## src/rtl/alu_pkg.sv

```systemverilog
// ============================================================================
//  Module  : alu_pkg
//  Brief   : Shared ALU shifter constants, FSM state encoding, width helper.
//  Revision: 1.0 - initial release
// ============================================================================
`default_nettype none

package alu_pkg;

    localparam logic [1:0] SHIFT_LOGICAL = 2'b00;
    localparam logic [1:0] SHIFT_ARITH   = 2'b01;
    localparam logic [1:0] SHIFT_ROTATE  = 2'b10;

    typedef enum logic [1:0] {
        IDLE = 2'd0,
        BUSY = 2'd1,
        DONE = 2'd2
    } state_t;

    function automatic int calc_aw(input int width);
        return $clog2(width) + 1;
    endfunction

endpackage

`default_nettype wire

```

## src/rtl/seq_lane_shifter_if.sv

```systemverilog
// ============================================================================
//  Module  : seq_lane_shifter_if
//  Brief   : Request/response handshake bundle for the sequential lane shifter.
//  Revision: 1.0 - initial release
// ============================================================================
`default_nettype none

interface seq_lane_shifter_if
    import alu_pkg::*;
#(
    parameter int WIDTH = 8,
    parameter int SETS  = 2,
    parameter int AW    = calc_aw(WIDTH)
) ();

    logic                  in_valid;
    logic                  in_ready;
    logic [SETS*WIDTH-1:0] in_packed;
    logic [SETS*AW-1:0]    amt_packed;
    logic                  dir;
    logic [1:0]            mode;
    logic                  out_valid;
    logic                  out_ready;
    logic [SETS*WIDTH-1:0] out_packed;
    logic [SETS*WIDTH-1:0] overflow_packed;
    logic                  busy;

    modport master (
        output in_valid, in_packed, amt_packed, dir, mode, out_ready,
        input  in_ready, out_valid, out_packed, overflow_packed, busy
    );

    modport slave (
        input  in_valid, in_packed, amt_packed, dir, mode, out_ready,
        output in_ready, out_valid, out_packed, overflow_packed, busy
    );

endinterface

`default_nettype wire

```

## src/rtl/shift_lane.sv

```systemverilog
// ============================================================================
//  Module  : shift_lane
//  Brief   : One lane of the iterative shifter: data/overflow/count and step.
//  Revision: 1.0 - initial release
// ============================================================================
`default_nettype none

module shift_lane
    import alu_pkg::*;
#(
    parameter int WIDTH = 8,
    parameter int AW    = calc_aw(WIDTH)
) (
    input  wire logic             clk,
    input  wire logic             rst,
    input  wire logic             load,
    input  wire logic             step,
    input  wire logic [WIDTH-1:0] load_data,
    input  wire logic [AW-1:0]    load_amt,
    input  wire logic [1:0]       load_mode,
    input  wire logic             dir,
    input  wire logic [1:0]       mode,
    output logic      [WIDTH-1:0] data,
    output logic      [WIDTH-1:0] ovf,
    output logic                  lane_done,
    output logic                  load_zero
);

    localparam logic [AW-1:0] c_width = AW'(WIDTH);
    localparam logic [AW-1:0] c_one   = AW'(1);

    logic [WIDTH-1:0] r_data;
    logic [WIDTH-1:0] r_ovf;
    logic [AW-1:0]    r_count;
    logic [AW-1:0]    w_eff_amt;
    logic [WIDTH-1:0] w_data_step;
    logic [WIDTH-1:0] w_ovf_step;

    always_comb begin
        w_eff_amt = load_amt;
        if (load_mode == SHIFT_ROTATE) begin
            w_eff_amt = load_amt % c_width;
        end else if (load_amt > c_width) begin
            w_eff_amt = c_width;
        end
    end

    // Rotates never touch the overflow register, so it stays at its load value of zero.
    always_comb begin
        w_data_step = r_data;
        w_ovf_step  = r_ovf;
        if (mode == SHIFT_ROTATE) begin
            w_data_step = dir ? {r_data[0], r_data[WIDTH-1:1]}
                              : {r_data[WIDTH-2:0], r_data[WIDTH-1]};
        end else if (dir) begin
            w_data_step = {(mode == SHIFT_ARITH) && r_data[WIDTH-1], r_data[WIDTH-1:1]};
            w_ovf_step  = {r_data[0], r_ovf[WIDTH-1:1]};
        end else begin
            w_data_step = {r_data[WIDTH-2:0], 1'b0};
            w_ovf_step  = {r_ovf[WIDTH-2:0], r_data[WIDTH-1]};
        end
    end

    always_ff @(posedge clk or posedge rst) begin
        if (rst) begin
            r_data  <= '0;
            r_ovf   <= '0;
            r_count <= '0;
        end else if (load) begin
            r_data  <= load_data;
            r_ovf   <= '0;
            r_count <= w_eff_amt;
        end else if (step && (r_count != '0)) begin
            r_data  <= w_data_step;
            r_ovf   <= w_ovf_step;
            r_count <= r_count - c_one;
        end
    end

    assign data      = r_data;
    assign ovf       = r_ovf;
    // High when the count is zero after the current step edge.
    assign lane_done = (r_count <= c_one);
    assign load_zero = (w_eff_amt == '0);

endmodule

`default_nettype wire

```

## src/rtl/seq_lane_shifter.sv

```systemverilog
// ============================================================================
//  Module  : seq_lane_shifter
//  Brief   : Multi-lane iterative shifter with valid/ready on both sides.
//  Revision: 1.0 - initial release
// ============================================================================
`default_nettype none

module seq_lane_shifter
    import alu_pkg::*;
#(
    parameter int WIDTH = 8,
    parameter int SETS  = 2,
    parameter int AW    = calc_aw(WIDTH)
) (
    input wire logic          clk,
    input wire logic          rst,
    seq_lane_shifter_if.slave bus
);

    state_t                r_state;
    state_t                w_next_state;
    logic                  r_dir;
    logic [1:0]            r_mode;
    logic                  w_load;
    logic                  w_step;
    logic [SETS-1:0]       w_lane_done;
    logic [SETS-1:0]       w_lane_zero;
    logic [SETS*WIDTH-1:0] w_out_packed;
    logic [SETS*WIDTH-1:0] w_ovf_packed;

    always_ff @(posedge clk or posedge rst) begin
        if (rst) begin
            r_state <= IDLE;
            r_dir   <= 1'b0;
            r_mode  <= SHIFT_LOGICAL;
        end else begin
            r_state <= w_next_state;
            if (w_load) begin
                r_dir  <= bus.dir;
                r_mode <= bus.mode;
            end
        end
    end

    always_comb begin
        w_next_state = r_state;
        w_load       = 1'b0;
        w_step       = 1'b0;
        case (r_state)
            IDLE: begin
                if (bus.in_valid) begin
                    w_load       = 1'b1;
                    w_next_state = (&w_lane_zero) ? DONE : BUSY;
                end
            end
            BUSY: begin
                w_step = 1'b1;
                if (&w_lane_done) begin
                    w_next_state = DONE;
                end
            end
            DONE: begin
                if (bus.out_ready) begin
                    w_next_state = IDLE;
                end
            end
            default: w_next_state = IDLE;
        endcase
    end

    for (genvar g = 0; g < SETS; g++) begin : g_lane
        shift_lane #(
            .WIDTH (WIDTH),
            .AW    (AW)
        ) u_lane (
            .clk       (clk),
            .rst       (rst),
            .load      (w_load),
            .step      (w_step),
            .load_data (bus.in_packed[g*WIDTH +: WIDTH]),
            .load_amt  (bus.amt_packed[g*AW +: AW]),
            .load_mode (bus.mode),
            .dir       (r_dir),
            .mode      (r_mode),
            .data      (w_out_packed[g*WIDTH +: WIDTH]),
            .ovf       (w_ovf_packed[g*WIDTH +: WIDTH]),
            .lane_done (w_lane_done[g]),
            .load_zero (w_lane_zero[g])
        );
    end

    assign bus.in_ready        = (r_state == IDLE);
    assign bus.out_valid       = (r_state == DONE);
    assign bus.busy            = (r_state != IDLE);
    assign bus.out_packed      = w_out_packed;
    assign bus.overflow_packed = w_ovf_packed;

endmodule

`default_nettype wire

```

## src/flat_wrapper.sv

```systemverilog
// flat-port wrapper written by rule: the top's interface ports become plain ports
module seq_lane_shifter_flat import alu_pkg::*;
#(
    parameter int WIDTH = 8,
    parameter int SETS  = 2,
    parameter int AW    = calc_aw(WIDTH)
)
  (clk, rst, bus_in_valid, bus_in_packed, bus_amt_packed, bus_dir, bus_mode, bus_out_ready, bus_in_ready, bus_out_valid, bus_out_packed, bus_overflow_packed, bus_busy);
  seq_lane_shifter_if #(.WIDTH(WIDTH), .SETS(SETS), .AW(AW)) bus_i ();
  input wire logic clk;
  input wire logic rst;
  input wire logic [$bits(bus_i.in_valid)-1:0] bus_in_valid;
  input wire logic [$bits(bus_i.in_packed)-1:0] bus_in_packed;
  input wire logic [$bits(bus_i.amt_packed)-1:0] bus_amt_packed;
  input wire logic [$bits(bus_i.dir)-1:0] bus_dir;
  input wire logic [$bits(bus_i.mode)-1:0] bus_mode;
  input wire logic [$bits(bus_i.out_ready)-1:0] bus_out_ready;
  output wire logic [$bits(bus_i.in_ready)-1:0] bus_in_ready;
  output wire logic [$bits(bus_i.out_valid)-1:0] bus_out_valid;
  output wire logic [$bits(bus_i.out_packed)-1:0] bus_out_packed;
  output wire logic [$bits(bus_i.overflow_packed)-1:0] bus_overflow_packed;
  output wire logic [$bits(bus_i.busy)-1:0] bus_busy;
  assign bus_i.in_valid = bus_in_valid;
  assign bus_i.in_packed = bus_in_packed;
  assign bus_i.amt_packed = bus_amt_packed;
  assign bus_i.dir = bus_dir;
  assign bus_i.mode = bus_mode;
  assign bus_i.out_ready = bus_out_ready;
  assign bus_in_ready = bus_i.in_ready;
  assign bus_out_valid = bus_i.out_valid;
  assign bus_out_packed = bus_i.out_packed;
  assign bus_overflow_packed = bus_i.overflow_packed;
  assign bus_busy = bus_i.busy;
  seq_lane_shifter #(.WIDTH(WIDTH), .SETS(SETS), .AW(AW)) u_core (.clk(clk), .rst(rst), .bus(bus_i));
endmodule
```

## config.mk

```make
export PLATFORM = sky130hd
export DESIGN_NAME = seq_lane_shifter_flat
export DESIGN_NICKNAME = d
export VERILOG_FILES = /design/src/rtl/alu_pkg.sv /design/src/rtl/seq_lane_shifter_if.sv /design/src/rtl/shift_lane.sv /design/src/rtl/seq_lane_shifter.sv /design/src/flat_wrapper.sv
export SDC_FILE = /design/constraint.sdc
export NUM_CORES = 1
export LEC_CHECK = 0
export ABC_AREA = 1
export CORE_MARGIN = 2
export CORE_UTILIZATION = 50
export DETAILED_ROUTE_END_ITERATION = 6
export PLACE_DENSITY = 0.76
export SETUP_SLACK_MARGIN = 0.02
export SLEW_MARGIN = 20
export SYNTH_ARGS = -nofsm -noshare
export SYNTH_HDL_FRONTEND = slang
export SYNTH_SLANG_ARGS = --single-unit
```

## constraint.sdc

```tcl
create_clock -name clk -period 1.88 [get_ports clk]
set_input_delay 0.282 -clock clk [delete_from_list [all_inputs] [get_ports clk]]
set_output_delay 0.282 -clock clk [all_outputs]
set_load 0.03 [all_outputs]
```

# After elaboration in Yosys (flattened, before gate mapping)
# Index checks and enable logic that the tools add are counted.
dict set report totals {
  inputBits 31
  reg_bits 45
  wordCells 75
  output_inout_bits 35
}
dict set report classes {
  muxes 34
  n_eq_ne 9
  reduce_logical 17
  magnitude_cmp 4
  n_addsub 2
}
# cell n
set op_table {}
lappend op_table {{$mux W8} 18}
lappend op_table {{$mux W4} 8}
lappend op_table {{$gt A4 B4 Y1 const B} 2}
lappend op_table {{$le A4 B1 Y1 const B} 2}
lappend op_table {{$logic_not A4 Y1} 2}
lappend op_table {{$mux W2} 4}
lappend op_table {{$reduce_and A2 Y1} 4}
lappend op_table {{$reduce_bool A4 Y1} 2}
lappend op_table {{$sub A4 B1 Y4 const B} 2}
lappend op_table {{$eq A2 B2 Y1 const B} 3}
lappend op_table {{$ne A2 B2 Y1 const B} 3}
lappend op_table {{$pmux W2 S3} 1}
lappend op_table {{$reduce_bool A2 Y1} 3}
lappend op_table {{$eq A2 B1 Y1 const B} 2}
lappend op_table {{$logic_and A1 B1 Y1} 4}
lappend op_table {{$mux W1} 3}
lappend op_table {{$reduce_and A3 Y1} 1}
lappend op_table {{$logic_not A2 Y1} 1}
lappend op_table {{$ne A2 B1 Y1 const B} 1}

# Depth between registers and ports, before layout
dict set report logic_depth {
  depth_word 8
  ltp_mapped 9
  mapped_depth_nobuf 8
}

# By module
# A second synthesis with hierarchy kept.
dict set report hier_totals {
  cells_unflattened 408
  hier_area_um2 2955.3
}
# module seq_area_each_um2 cells_each instances area_each_um2
set modules_own_cells {}
lappend modules_own_cells {shift_lane 500.5 185 2 1340.0}
lappend modules_own_cells {seq_lane_shifter 125.1 38 1 275.3}

# Least setup slack after synthesis
# OpenSTA, ideal clock, no wires.
dict set report synth_path {
  kind {register -> register}
  from {register u_core.r_state[0]}
  to {register u_core.g_lane[1].u_lane.r_data[5]}
  path_slack_ns 0.454
  required_ns 1.749
  path_stages_with_launch 7
  period_less_slack_ns 1.426
  arrival_ns 1.295
  n_path_buf 2
  setup_ns 0.131
  cell_sequence {dfrtp_1 -> nor2_4 -> nand2_8 -> buf_6 -> buf_8 -> o211ai_1 -> a31oi_1}
}
dict set report synth_via {
  word_cells_on_any_way 7
  classes_between {eq/ne: 1; mux: 3; reduce/logical: 3}
}
# element line_no
set synth_rtl {}
lappend synth_rtl {{start, declared} seq_lane_shifter.sv:20} ;# state_t r_state;
lappend synth_rtl {{start signal, assigned} seq_lane_shifter.sv:37} ;# r_state <= w_next_state;
lappend synth_rtl {{$logic_not A2 Y1 (*)} -}
lappend synth_rtl {{net bus_in_ready} flat_wrapper.sv:18} ;# output wire logic [$bits(bus_i.in_ready)-1:0] bus_in_ready;
lappend synth_rtl {{$mux W1 (*)} seq_lane_shifter.sv:49} ;# case (r_state)
lappend synth_rtl {{$mux W8 / $reduce_bool A2 Y1 (equally long branches)} -}
lappend synth_rtl {{end signal, assigned} shift_lane.sv:70} ;# r_data <= load_data;
lappend synth_rtl {{end signal, assigned} shift_lane.sv:74} ;# r_data <= w_data_step;
lappend synth_rtl {{end, declared} shift_lane.sv:32} ;# logic [WIDTH-1:0] r_data;
# Mark *: on every way through the listed nets, which the timed path passes. The rest lies on a longest branch.
# A chain may end at the register's enable or synchronous reset.

# Worst setup path in the final report
dict set report layout_path {
  from {register u_core.g_lane[0].u_lane.r_data[0]}
  to {output port bus_out_packed[0]}
}
# element line_no
set layout_rtl {}
lappend layout_rtl {{start, declared} shift_lane.sv:32}
lappend layout_rtl {{start signal, assigned} shift_lane.sv:70}
lappend layout_rtl {{start signal, assigned} shift_lane.sv:74}
lappend layout_rtl {{end, declared} flat_wrapper.sv:20} ;# output wire logic [$bits(bus_i.out_packed)-1:0] bus_out_packed;
# No word-level cell between the ends.

==> impl_metrics.ini <==
[outcome]
status = finished, final reports clean

[clock_tree]
clk_pin_slew_ps = 90
cts_buffers = 5
h-tree-depth = 2
hold_buffers = 0
cts_root_buf = clkbuf_8
clock_latency_ps = 300
cts_max_path_buffers = 2
cts_tree = built
post_cts_buffers = 0
clock-sinks = 45

[hold_path]
min_path_type = input pin to asynchronous set/reset pin

[layout]
drive_gt1_share_pct = 16.30
synthToLayoutAreaGrowth_pct = 27.59
final_core_util_pct = 66.10
num_antenna_cells = 0
stdcell_count = 477
nets = 441
n_fill_cell = 470

[timing]
finalSetupTns_ps = 0
hold_viol_final = 0
finalCriticalPeriod_ps = 1720
final.period_utilization_pct = 91.49
fin_skew_ps = 9.413
final-setup-viol-count = 0
rsz0062_at_grt = false
max_freq_mhz = 581.4
tightest_slew_ps = 446.3
drv_slew = 0
slew_headroom_pct = 70.14

[run]
timing.max_cap.violations = 0

[setup_path]
startpoint = u_core.g_lane[0].u_lane.data[0]$_DFFE_PP0P_
endpoint = bus_out_packed[0]
reg2reg_to = u_core.g_lane[1].u_lane.ovf[6]$_DFFE_PP0P_
worst-setup-path-type = register to output pin
path_buf_inv = 1
worstPathRequired_ps = 1600
slowest_stage = clkdlybuf4s50_1
critPathLaunchType = register
cp_max_fo = 5
endpoint_kind = output pin
worst_r2r_path_depth = 8
crit_family = buffers and inverters
cp.arrival_ps = 1440
crit_chain = clkdlybuf4s50_1
r2r-start = u_core.g_lane[1].u_lane.r_count[0]$_DFFE_PP0P_
r2r_slack_ps = 380
critical_path.max_stage_delay_ps = 710
cp_num_cells = 1

[place]
dp_cells = 469
dp_hpwl_mm = 4.673
portBuffers = 65
place.gp.congestion = 0.8342

[grt]
grt_antenna_before_repair = 0
track_usage_pct = 21.98
grt_pass1_wl_mm = 11.03
grt-ovfl-total = 0
grt_pass1_vias = 2372
grt_max_degree = 46

[pwr]
peakVddDrop_v = 0.001081
powerDensity_nw_per_um2 = 1966
p_sw_share_pct = 48.83
pwr-share-clk_pct = 10.6
p_int_mw = 3.662
seqPwrFrac_pct = 25.8
comb_power_share_pct = 63.6
finalPower_mw = 7.157
switching_power_mw = 3.495
leakage_nw = 1.626

[drt]
drc = 0
wl_mm = 6.325
num_vias = 2454
initialDrtViolationCount = 145
routedWlPerCell_um = 13.26
ant_nets = 0
first_pass_iters = 4
via_per_inst = 5.145

[yosys]
avgSynthCellArea_um2 = 8.366
yosysSeqAreaShare_pct = 39.47
synth.area.mux_share_pct = 0
synth_top_family_by_area = simple AND/OR/NAND/NOR gates
syn_nets = 378
yosysUniqueCellTypes = 32
synth-xor-area-share_pct = 0.9211
synth-adder-area-share_pct = 2.632
synthCells = 341
syn_area_um2 = 2853
ys_ff_latch = 45
synth_compound_area_share_pct = 20.31
yosys.area_share.simple_pct = 25.61
ys_warn_count = 0

[die]
die_y_um = 79.54
core_area_um2 = 5507
boundaryPins = 66
start_util_pct = 51.81
dieArea_um2 = 6326
rows = 27
die_x_um = 79.54
[cells in the final DEF (no fill, tap or decap), drive strengths merged]
cell type	instances
a21oi	2
clkinvlp	1
inv	38
clkdlybuf4s50	62
o221ai	2
clkinv	1
xnor2	1
a22oi	1
nor2	30
dlymetal6s2s	1
a31oi	12
xor2	2
nand4	3
or2	11
ha	6
dfrtp	45
buf	9
dlygate4sd2	2
bufinv	1
nand2	87
o21ai	33
clkbuf	6
o211ai	28
o22ai	2
nand3	19
[Yosys cell counts]
cell | instances | area, µm²
nor2_4 | 2 | 22.52
ha_1 | 6 | 75.07
xor2_1 | 2 | 17.52
inv_1 | 36 | 135.1
o21ai_1 | 3 | 15.01
a31oi_1 | 12 | 75.07
inv_4 | 1 | 6.260
or2_2 | 11 | 68.82
buf_12 | 1 | 20.02
nand2_2 | 6 | 37.54
buf_6 | 5 | 56.30
o21ai_2 | 15 | 131.4
o211ai_1 | 23 | 172.7
nor2_1 | 28 | 105.1
inv_2 | 2 | 7.510
nand3_1 | 19 | 95.09
nand4_1 | 3 | 18.77
buf_4 | 1 | 7.510
buf_2 | 6 | 30.03
o22ai_1 | 2 | 12.51
o21ai_0 | 15 | 75.07
clkbuf_1 | 2 | 7.510
dfrtp_1 | 45 | 1126
o221ai_1 | 2 | 17.52
nand2_1 | 74 | 277.8
buf_8 | 3 | 45.04
nand2_4 | 4 | 45.04
o211ai_2 | 5 | 62.56
a21oi_1 | 2 | 10.01
a22oi_1 | 1 | 7.510
nand2_8 | 3 | 60.06
xnor2_1 | 1 | 8.760
[power groups by stage]
| stage | clock, mW | sequential (mW) | combinational [mW] |
|---|---|---|---|
| floorplan | 0 | 2.35 | 2.99 |
| global placement | 0 | 1.85 | 4.49 |
| detailed placement | 0 | 1.86 | 4.57 |
| CTS | 0.784 | 1.84 | 4.58 |
| global route | 0.834 | 1.91 | 5.06 |
| finish | 0.762 | 1.85 | 4.55 |
[final cells by class]
cell class	instances	area, µm²	area share [%]
repair buffers	74	743.2	20.42
clock buffers	6	82.58	2.269
inverters	39	148.9	4.091
flip-flops and latches	45	1126	30.94
multi-input cells	239	1411	38.78
well taps	72	90.09	2.475
clock inverters	2	37.54	1.031
[stage by stage]
| step | hold slack, ps | area [µm²] | worst slack [ps] |
|---|---|---|---|
| 6_report | 334.2 | 3640 | 160.0 |
| 5_1_grt | 341.2 | 3640 | 88.64 |
| 4_1_cts | 333.4 | 3637 | 27.62 |
| 3_5_place_dp | 502.8 | 3520 | 172.3 |
| 3_3_place_gp | 493.7 | 3520 | 201.4 |
| 2_1_floorplan | 403.0 | 2853 | 454.2 |
[worst min path at each step]
stage,to,cells after the start
finish,u_core.g_lane[0].u_lane.ovf[7]$_DFFE_PP0P_,3
global route,u_core.g_lane[0].u_lane.ovf[7]$_DFFE_PP0P_,3
CTS,u_core.g_lane[0].u_lane.ovf[7]$_DFFE_PP0P_,3
detailed placement,u_core.g_lane[0].u_lane.ovf[0]$_DFFE_PP0P_,2
global placement,u_core.g_lane[1].u_lane.ovf[5]$_DFFE_PP0P_,2
floorplan,u_core.r_dir$_DFFE_PP0P_,2
[registers in the layout, indices dropped and copies added (netlist names)]
signal                        count
u_core.r_mode                     2
u_core.r_state                    2
u_core.r_dir                      1
u_core.g_lane.u_lane.ovf         16
u_core.g_lane.u_lane.data        16
u_core.g_lane.u_lane.r_count      8
[worst reg2reg max path: stages (launching register included)]
cell and delay [ps]:
dfrtp_1 390, inv_1 140, ha_1 160, nand2_1 120, nand2_8 120, nand2_8 100
nand2_4 220, nand2_1 120, o21ai_2 70
[per-layer routing]
metal	wire length [µm]	global-route usage, %	vias up
met5	0	0	-
met4	42	6.207	0
met3	294	3.959	2
met2	3056	34.62	57
met1	2932	31.03	1140
li1	-	-	1255
[repair_timing]
item / CTS / global route
pin swaps: 0 / 0
gates resized for setup: 2 / 1
gates cloned: 0 / 0
endpoints found under the setup margin: 2 / 1
[logic make-up (layout without fill, tap and decap cells)]
group                      Yosys count  count (layout)
adders and majority gates            6               6
xor gates and xnor gates             3               3
buffers and inverters               57             121
AOI/OAI and AO/OA                   80              80
DFF                                 45              45
and+or+nand+nor                    150             150
Power figures use the tool's default switching activity.
